`src/rtl/img_mem_arbiter_pkg.sv`:
```
// Shared types and image constants for the image memory arbiter.
// Owner codes, FSM state encodings and read-tag layout live here.
package img_mem_arbiter_pkg;

  localparam int IMG_W      = 320;
  localparam int IMG_H      = 240;
  localparam int IMG_ADDR_W = 17;

  typedef enum logic [1:0] {
    OWN_NONE = 2'd0,
    OWN_DISP = 2'd1,
    OWN_PROC = 2'd2
  } owner_t;

  typedef enum logic [1:0] {
    IDLE       = 2'd0,
    SERVE_DISP = 2'd1,
    SERVE_PROC = 2'd2,
    PROC_WAIT  = 2'd3
  } arb_state_t;

  typedef struct packed {
    logic   valid;
    owner_t owner;
  } tag_t;

endpackage

```
`src/rtl/img_mem_arbiter_if.sv`:
```
// Requester-side bus of the image memory arbiter: display read port and
// processing read/write port. The arbiter uses slave, requesters use master.
interface img_mem_arbiter_if #(
  parameter int ADDR_W = 17,
  parameter int DATA_W = 8
);

  logic              disp_req;
  logic [ADDR_W-1:0] disp_addr;
  logic [DATA_W-1:0] disp_data;
  logic              disp_valid;

  logic              proc_req;
  logic              proc_we;
  logic [ADDR_W-1:0] proc_addr;
  logic [DATA_W-1:0] proc_wdata;
  logic              proc_gnt;
  logic [DATA_W-1:0] proc_rdata;
  logic              proc_rvalid;
  logic              proc_starved;

  modport master (
    output disp_req, disp_addr, proc_req, proc_we, proc_addr, proc_wdata,
    input  disp_data, disp_valid, proc_gnt, proc_rdata, proc_rvalid, proc_starved
  );

  modport slave (
    input  disp_req, disp_addr, proc_req, proc_we, proc_addr, proc_wdata,
    output disp_data, disp_valid, proc_gnt, proc_rdata, proc_rvalid, proc_starved
  );

endinterface

```
`src/rtl/img_mem_arbiter_tag_pipe.sv`:
```
// Shift register of {valid, owner} tags that tracks reads through the memory
// pipeline so each returning word can be routed to its requester.
module mem_tag_pipe
  import img_mem_arbiter_pkg::*;
#(
  parameter int DEPTH = 2
) (
  input  logic clock,
  input  logic reset,
  input  tag_t tag_in,
  output tag_t tag_out
);

  tag_t stages [DEPTH];

  always_ff @(posedge clock) begin
    if (reset) begin
      for (int i = 0; i < DEPTH; i++) begin
        stages[i] <= '0;
      end
    end else begin
      stages[0] <= tag_in;
      for (int i = 1; i < DEPTH; i++) begin
        stages[i] <= stages[i-1];
      end
    end
  end

  assign tag_out = stages[DEPTH-1];

endmodule

```
`src/rtl/img_mem_arbiter.sv`:
```
// Shares the single-port image memory between the real-time display reader
// (absolute priority) and the processing requester, with starvation flagging.
module img_mem_arbiter
  import img_mem_arbiter_pkg::*;
#(
  parameter int ADDR_W     = 17,
  parameter int DATA_W     = 8,
  parameter int RD_LATENCY = 2,
  parameter int STARVE_MAX = 1024,
  parameter int CNT_W      = 11
) (
  input  logic              clock,
  input  logic              reset,
  img_mem_arbiter_if.slave  bus,
  output logic [ADDR_W-1:0] mem_address,
  output logic [DATA_W-1:0] mem_data,
  output logic              mem_wren,
  input  logic [DATA_W-1:0] mem_q
);

  localparam logic [CNT_W-1:0] STARVE_LIM = CNT_W'(STARVE_MAX);

  owner_t            owner;
  arb_state_t        state, state_next;
  logic [ADDR_W-1:0] last_addr;
  logic [CNT_W-1:0]  starve_cnt, starve_cnt_next;
  logic              starved;
  tag_t              tag_in, tag_out;
  logic              disp_hit, proc_hit;
  logic [DATA_W-1:0] disp_hold, proc_hold;

  always_comb begin
    owner = OWN_NONE;
    if (!reset) begin
      if (bus.disp_req)      owner = OWN_DISP;
      else if (bus.proc_req) owner = OWN_PROC;
    end
  end

  assign bus.proc_gnt = (owner == OWN_PROC);

  // Idle cycles keep the previous address so the memory sees no spurious change.
  always_comb begin
    mem_address = last_addr;
    mem_data    = '0;
    mem_wren    = 1'b0;
    case (owner)
      OWN_DISP: mem_address = bus.disp_addr;
      OWN_PROC: begin
        mem_address = bus.proc_addr;
        mem_data    = bus.proc_wdata;
        mem_wren    = bus.proc_we;
      end
      default: begin
        if (reset) mem_address = '0;
      end
    endcase
  end

  always_ff @(posedge clock) begin
    if (reset) last_addr <= '0;
    else       last_addr <= mem_address;
  end

  always_comb begin
    tag_in.owner = owner;
    tag_in.valid = (owner == OWN_DISP) || ((owner == OWN_PROC) && !bus.proc_we);
  end

  mem_tag_pipe #(.DEPTH(RD_LATENCY)) u_tag_pipe (
    .clock   (clock),
    .reset   (reset),
    .tag_in  (tag_in),
    .tag_out (tag_out)
  );

  assign disp_hit = !reset && tag_out.valid && (tag_out.owner == OWN_DISP);
  assign proc_hit = !reset && tag_out.valid && (tag_out.owner == OWN_PROC);

  always_ff @(posedge clock) begin
    if (reset) begin
      disp_hold <= '0;
      proc_hold <= '0;
    end else begin
      if (disp_hit) disp_hold <= mem_q;
      if (proc_hit) proc_hold <= mem_q;
    end
  end

  assign bus.disp_valid  = disp_hit;
  assign bus.proc_rvalid = proc_hit;
  assign bus.disp_data   = reset ? '0 : (disp_hit ? mem_q : disp_hold);
  assign bus.proc_rdata  = reset ? '0 : (proc_hit ? mem_q : proc_hold);

  always_comb begin
    state_next = IDLE;
    case (owner)
      OWN_DISP: state_next = bus.proc_req ? PROC_WAIT : SERVE_DISP;
      OWN_PROC: state_next = SERVE_PROC;
      default:  state_next = IDLE;
    endcase
  end

  always_ff @(posedge clock) begin
    if (reset) state <= IDLE;
    else       state <= state_next;
  end

  // The streak restarts at 1 whenever the previous cycle was not a denial.
  always_comb begin
    starve_cnt_next = '0;
    if (state_next == PROC_WAIT) begin
      if (state != PROC_WAIT)            starve_cnt_next = CNT_W'(1);
      else if (starve_cnt == STARVE_LIM) starve_cnt_next = starve_cnt;
      else                               starve_cnt_next = starve_cnt + CNT_W'(1);
    end
  end

  always_ff @(posedge clock) begin
    if (reset) begin
      starve_cnt <= '0;
      starved    <= 1'b0;
    end else begin
      starve_cnt <= starve_cnt_next;
      starved    <= starved | (starve_cnt_next == STARVE_LIM);
    end
  end

  assign bus.proc_starved = starved;

endmodule

```
`src/flat_wrapper.sv`:
```
// flat-port wrapper written by rule: the top's interface ports become plain ports
module img_mem_arbiter_flat import img_mem_arbiter_pkg::*;
#(
  parameter int ADDR_W     = 17,
  parameter int DATA_W     = 8,
  parameter int RD_LATENCY = 2,
  parameter int STARVE_MAX = 1024,
  parameter int CNT_W      = 11
)
  (clock, reset, mem_address, mem_data, mem_wren, mem_q, bus_disp_req, bus_disp_addr, bus_proc_req, bus_proc_we, bus_proc_addr, bus_proc_wdata, bus_disp_data, bus_disp_valid, bus_proc_gnt, bus_proc_rdata, bus_proc_rvalid, bus_proc_starved);
  img_mem_arbiter_if #(.ADDR_W(ADDR_W), .DATA_W(DATA_W)) bus_i ();
  input  logic clock;
  input  logic reset;
  output logic [ADDR_W-1:0] mem_address;
  output logic [DATA_W-1:0] mem_data;
  output logic mem_wren;
  input  logic [DATA_W-1:0] mem_q;
  input wire logic [$bits(bus_i.disp_req)-1:0] bus_disp_req;
  input wire logic [$bits(bus_i.disp_addr)-1:0] bus_disp_addr;
  input wire logic [$bits(bus_i.proc_req)-1:0] bus_proc_req;
  input wire logic [$bits(bus_i.proc_we)-1:0] bus_proc_we;
  input wire logic [$bits(bus_i.proc_addr)-1:0] bus_proc_addr;
  input wire logic [$bits(bus_i.proc_wdata)-1:0] bus_proc_wdata;
  output wire logic [$bits(bus_i.disp_data)-1:0] bus_disp_data;
  output wire logic [$bits(bus_i.disp_valid)-1:0] bus_disp_valid;
  output wire logic [$bits(bus_i.proc_gnt)-1:0] bus_proc_gnt;
  output wire logic [$bits(bus_i.proc_rdata)-1:0] bus_proc_rdata;
  output wire logic [$bits(bus_i.proc_rvalid)-1:0] bus_proc_rvalid;
  output wire logic [$bits(bus_i.proc_starved)-1:0] bus_proc_starved;
  assign bus_i.disp_req = bus_disp_req;
  assign bus_i.disp_addr = bus_disp_addr;
  assign bus_i.proc_req = bus_proc_req;
  assign bus_i.proc_we = bus_proc_we;
  assign bus_i.proc_addr = bus_proc_addr;
  assign bus_i.proc_wdata = bus_proc_wdata;
  assign bus_disp_data = bus_i.disp_data;
  assign bus_disp_valid = bus_i.disp_valid;
  assign bus_proc_gnt = bus_i.proc_gnt;
  assign bus_proc_rdata = bus_i.proc_rdata;
  assign bus_proc_rvalid = bus_i.proc_rvalid;
  assign bus_proc_starved = bus_i.proc_starved;
  img_mem_arbiter #(.ADDR_W(ADDR_W), .DATA_W(DATA_W), .RD_LATENCY(RD_LATENCY), .STARVE_MAX(STARVE_MAX), .CNT_W(CNT_W)) u_core (.clock(clock), .reset(reset), .bus(bus_i), .mem_address(mem_address), .mem_data(mem_data), .mem_wren(mem_wren), .mem_q(mem_q));
endmodule
```
`config.mk`:
```
export PLATFORM = sky130hd
export DESIGN_NAME = img_mem_arbiter_flat
export DESIGN_NICKNAME = d
export VERILOG_FILES = /design/src/rtl/img_mem_arbiter_pkg.sv /design/src/rtl/img_mem_arbiter_if.sv /design/src/rtl/img_mem_arbiter_tag_pipe.sv /design/src/rtl/img_mem_arbiter.sv /design/src/flat_wrapper.sv
export SDC_FILE = /design/constraint.sdc
export NUM_CORES = 1
export LEC_CHECK = 0
export BUFFER_PORTS_ARGS = -buffer_cell sky130_fd_sc_hd__buf_2
export CORE_MARGIN = 2
export CORE_UTILIZATION = 51
export DETAILED_ROUTE_END_ITERATION = 12
export GPL_TIMING_DRIVEN = 0
export PLACE_DENSITY_LB_ADDON = 0.2
export SKIP_LAST_GASP = 1
export SLEW_MARGIN = 0
export SYNTH_ARGS = -nofsm -noshare
export SYNTH_HDL_FRONTEND = slang
export SYNTH_SLANG_ARGS = --single-unit
```
`constraint.sdc`:
```
create_clock -name clock -period 4.7 [get_ports clock]
set_input_delay 0.705 -clock clock [delete_from_list [all_inputs] [get_ports clock]]
set_output_delay 0.705 -clock clock [all_outputs]
set_load 0.05 [all_outputs]
```
# After elaboration in Yosys (flattened, before gate mapping)
# Memory sizes are Yosys's and may differ from the RTL's.
# Cells that the tools add are included.
# word_totals
out_inout_bits	46
in_bits	55
ramBits	6
elab_cells	47
memories	1
ff_bits	47
# classes
bitwise_logic	3
addsub	1
n_reduce_logical	7
mux	21
eq_ne	8
# mem_list
name	depth	width	read_ports	rd_ports_with_merged_regs	wr	line_no	source
u_core.u_tag_pipe.stages	2	3	2	0	2	img_mem_arbiter_tag_pipe.sv:14	tag_t stages [DEPTH];
# op_table
cell	n
$mux W8	5
$pmux W17 S2	1
$mux W11	3
$eq A11 B11 Y1 const B	2
$mux W17	1
$add A11 B1 Y11 const B	1
$mux W2	4
$eq A2 B2 Y1 const B	3
$mux W3	2
$eq A2 B1 Y1 const B	2
$logic_and A1 B1 Y1	4
$mux W1	4
$pmux W2 S2	1
$or A1 B1 Y1	3
$logic_not A1 Y1	2
$ne A2 B2 Y1 const B	1
$logic_or A1 B1 Y1	1

# Depth between registers and ports, before layout
# depth
word_depth	9
ltp_mapped	7
mapped_depth_nobuf	7

# Cells and area by module
# Synthesis repeated with hierarchy kept, for this count alone.
# hier_totals
hier_cells	268
hier_area_um2	2453.6
# by_module_without_submodules
module	n_inst	cells_per_inst	area_each_um2	seq_area_each_um2
img_mem_arbiter	1	253	2273.4	940.9
mem_tag_pipe	1	15	180.2	120.1

# Worst setup path before layout
# No wires, ideal clock.
# synth_timing
kind	input port to output port
startpoint	input reset
endpoint	output bus_disp_data[0]
path_buffers	1
path_slack_ns	1.401
arrival_ns	2.594
path_stages	4
t_required_ns	3.995
cell_sequence	nor4bb_1 > buf_1 > mux2i_1 > nor2_1
# synth_via
elab_chain_len	5
# synth_rtl
item	line_no	source
from (decl)	flat_wrapper.sv:13	input logic reset;
$logic_not A1 Y1	img_mem_arbiter.sv:77	assign disp_hit = !reset && tag_out.valid && (tag_out.owner == OWN_DISP);
$logic_and A1 B1 Y1 (2 in a row)	img_mem_arbiter.sv:77	
via bus_disp_valid	flat_wrapper.sv:25	output wire logic [$bits(bus_i.disp_valid)-1:0] bus_disp_valid;
$mux W8 (2 in a row)	--	
to (decl)	flat_wrapper.sv:24	output wire logic [$bits(bus_i.disp_data)-1:0] bus_disp_data;
# The timed path passes the listed nets, and every way through them passes these cells.

# Worst setup path after layout
# layout_timing
startpoint	input reset
endpoint	output bus_disp_data[1]
# layout_via
elab_chain_len	5
# layout_rtl
item	line_no
$logic_not A1 Y1	img_mem_arbiter.sv:77
$logic_and A1 B1 Y1 (2 in a row)	img_mem_arbiter.sv:77
$mux W8	--
$mux W8 *	--
# Every way passes the cells marked *; elsewhere a longest branch is shown, timed or not.

==> reports/qor.yml <==
status: "completed"
grtUsageTotal_pct: 21.38
nets: 447
final-seq-area_um2: 1041
post_cts_buffers: 0
finalCritPeriodShare_pct: 63.08
fin_tns_setup_ps: 0
ys_seq_elements: 52
finalInstanceArea_um2: 3100
max_stage_delay_ps: 510
dp_slack_ps: 1688
ys_seq_area_share_pct: 43.33
n_antenna_cell: 0
grt_pass1_wl_um: 8976
max_freq_ghz: 0.3373
setup_viol: 0
synthFlopType: "dfxtp_1"
clk-insertion-delay-late_ps: 290
arrival_ps: 2260
layout_commonest_cell: "buf_2"
syn_area_um2: 2402
dieArea_um2: 5275
slew_headroom_pct: 56.72
holdBufCountCts: 0
first_iter_violations: 99
grt_pass1_vias: 2054
cp_num_buf_inv: 3
finalHoldViolCount: 0
cap_violations: 0
vias_per_cell: 5.056
dieWidth_um: 72.63
async_flop_share_pct: 0
slowest_stage: "buf_1"
clk_pin_slew_ps: 100
critical_path.max_fanout: 9
rsz0062_at_grt: "false"
cp_cell_sequence: "buf_2, nor4bb_1, buf_1, mux2i_1, nor2_1, buf_2"
ir_worst_vdd_v: 0.0002422
netlist_instances: 284
gp_congestion: 0.8399
finalClockSkew_ps: 5.671
ctsRootBufferMaster: "clkbuf_8"
placedInstanceArea_um2: 2963
start_util_pct: 54.05
cts_made_buffers: 5
drtPass1Iterations: 4
clock-sinks: 52
worst_slack_ps: 1735
layout_common_cells: "buf_2 (101), nor2_1 (81), dfxtp_1 (52), mux2i_1 (35), a21oi_1 (19)"
cts_resized: 0
post_synth.cell_area_avg_um2: 8.459
grt_overflow: 0
worstHoldPathType: "flop to flop"
startpoint_type: "input port"
grt_max_degree: 18
wl_per_cell_um: 13.07
dieHeight_um: 72.63
vias: 2240
finalCriticalPeriod_ps: 2965
synth_top_area_cell: "dfxtp_1"
num-fill-cells: 369
synth_edf_count: 0
synth_nets: 341
netlist_top_cells_area: "dfxtp_1 (43%), mux2i_1 (15%), nor2_1 (13%)"
cpMostUsedCell: "buf_2"
grt_antenna_before_repair: 0
drv_slew: 0
dpl.hpwl_um: 4243
area_delta_synth_final_pct: 29.06
io_buffer_count: 99
htree_levels: 2
synthDistinctLibCells: 41
drc_errors: 0
ant_nets: 0
worstPathRequired_ps: 3990
critPathKind: "input port to primary output"
worst_path_dominant_cell_family: "buffers and inverters"
worst_slew_pin_slew_ps: 649.1
row_count: 24
clk_path_buf_depth: 2
cts_tree: "done"
end_kind: "primary output"
leakage_nw: 1.449
synth_top_area_share_pct: 43.33
ioPinCount: 101
core_area_um2: 4444
drive_above_1_share_pct: 29.92
ys_warn_count: 0
routed_wl_um: 5789
final_core_util_pct: 69.76
power_density_nw_per_um2: 310.3
multiInputGateArea_um2: 1246
[logic make-up after synthesis]
| kind of cell | Yosys count | synth area share (%) |
|---|---|---|
| buffers and inverters | 26 | 4.791 |
| and+or+nand+nor | 131 | 25.99 |
| AOI/OAI and AO/OA | 29 | 6.980 |
| xor gates and xnor gates | 9 | 3.281 |
| muxes | 35 | 14.58 |
| adders and majority gates | 2 | 1.042 |
| DFF | 52 | 43.33 |
[worst register-to-register path, stage by stage, from the launching register on]
cell and delay [ps]:
dfxtp_1 470, ha_1 360, inv_2 100, or4_4 520, a21oi_2 180, o2111ai_1 120
o32ai_1 270
[worst paths after layout]
path	startpoint	endpoint	slack, ps	cells after the start
worst max-delay path	reset	bus_disp_data[1]	1740	6
worst min-delay path	u_core.u_tag_pipe.stages[0][2]	u_core.u_tag_pipe.stages[0][5]	460	1
worst max register to register	u_core.starve_cnt[0]	u_core.bus.proc_starved	2590	6
worst min register to register	u_core.u_tag_pipe.stages[0][2]	u_core.u_tag_pipe.stages[0][5]	460	1
[per-stage QoR]
stage,total power [mW],instances,hold WS [ps]
floorplan,0.5634,284,413.8
global placement,0.6077,435,426.7
detailed placement,0.6101,435,440.2
CTS,0.9694,443,461.8
global route,0.9972,443,482.6
finish,0.9619,443,464.2
[layer usage]
metal / track usage [%] / vias to the layer above / part of all wire (%)
met2: 37.17 / 84 / 49
met3: 4.972 / 4 / 6.2
met4: 5.556 / 0 / 0.78
li1: - / 1154 / -
met5: 0 / - / 0
met1: 26.66 / 998 / 44
[layout make-up]
cell class,instances,area share (%)
Timing Repair Buffer,99,15.98
Multi-Input combinational cell,206,40.19
Buffer,20,2.986
Clock buffer,5,2.220
Tap cell,52,2.098
Sequential cell,52,33.58
Inverter,6,0.7264
Clock inverter,3,2.220
[power breakdown]
group / switching [mW] / leakage (nW) / internal, mW
Combinational: 0.0945 / 0.956 / 0.0482
Sequential: 0.00424 / 0.424 / 0.453
Clock: 0.147 / 0.0687 / 0.214
Total: 0.246 / 1.45 / 0.716
[synthesized netlist by cell type, types with 5 or more instances]
library cell  instances
nor2b_1               9
nand2_1               7
inv_1                 5
nor2_1               81
dfxtp_1              52
clkbuf_1              9
mux2i_1              35
xnor2_1               5
buf_1                 6
a21oi_1              19
and2_1                9
[state kept, by name, summed over array words and instances (netlist names)]
signal and count:
u_core.bus.proc_starved 1, u_core.starve_cnt 11, u_core.proc_hold 8, u_core.state 1
u_core.u_tag_pipe.stages 6, u_core.disp_hold 8, u_core.last_addr 17
Power figures use the tool's default switching activity.
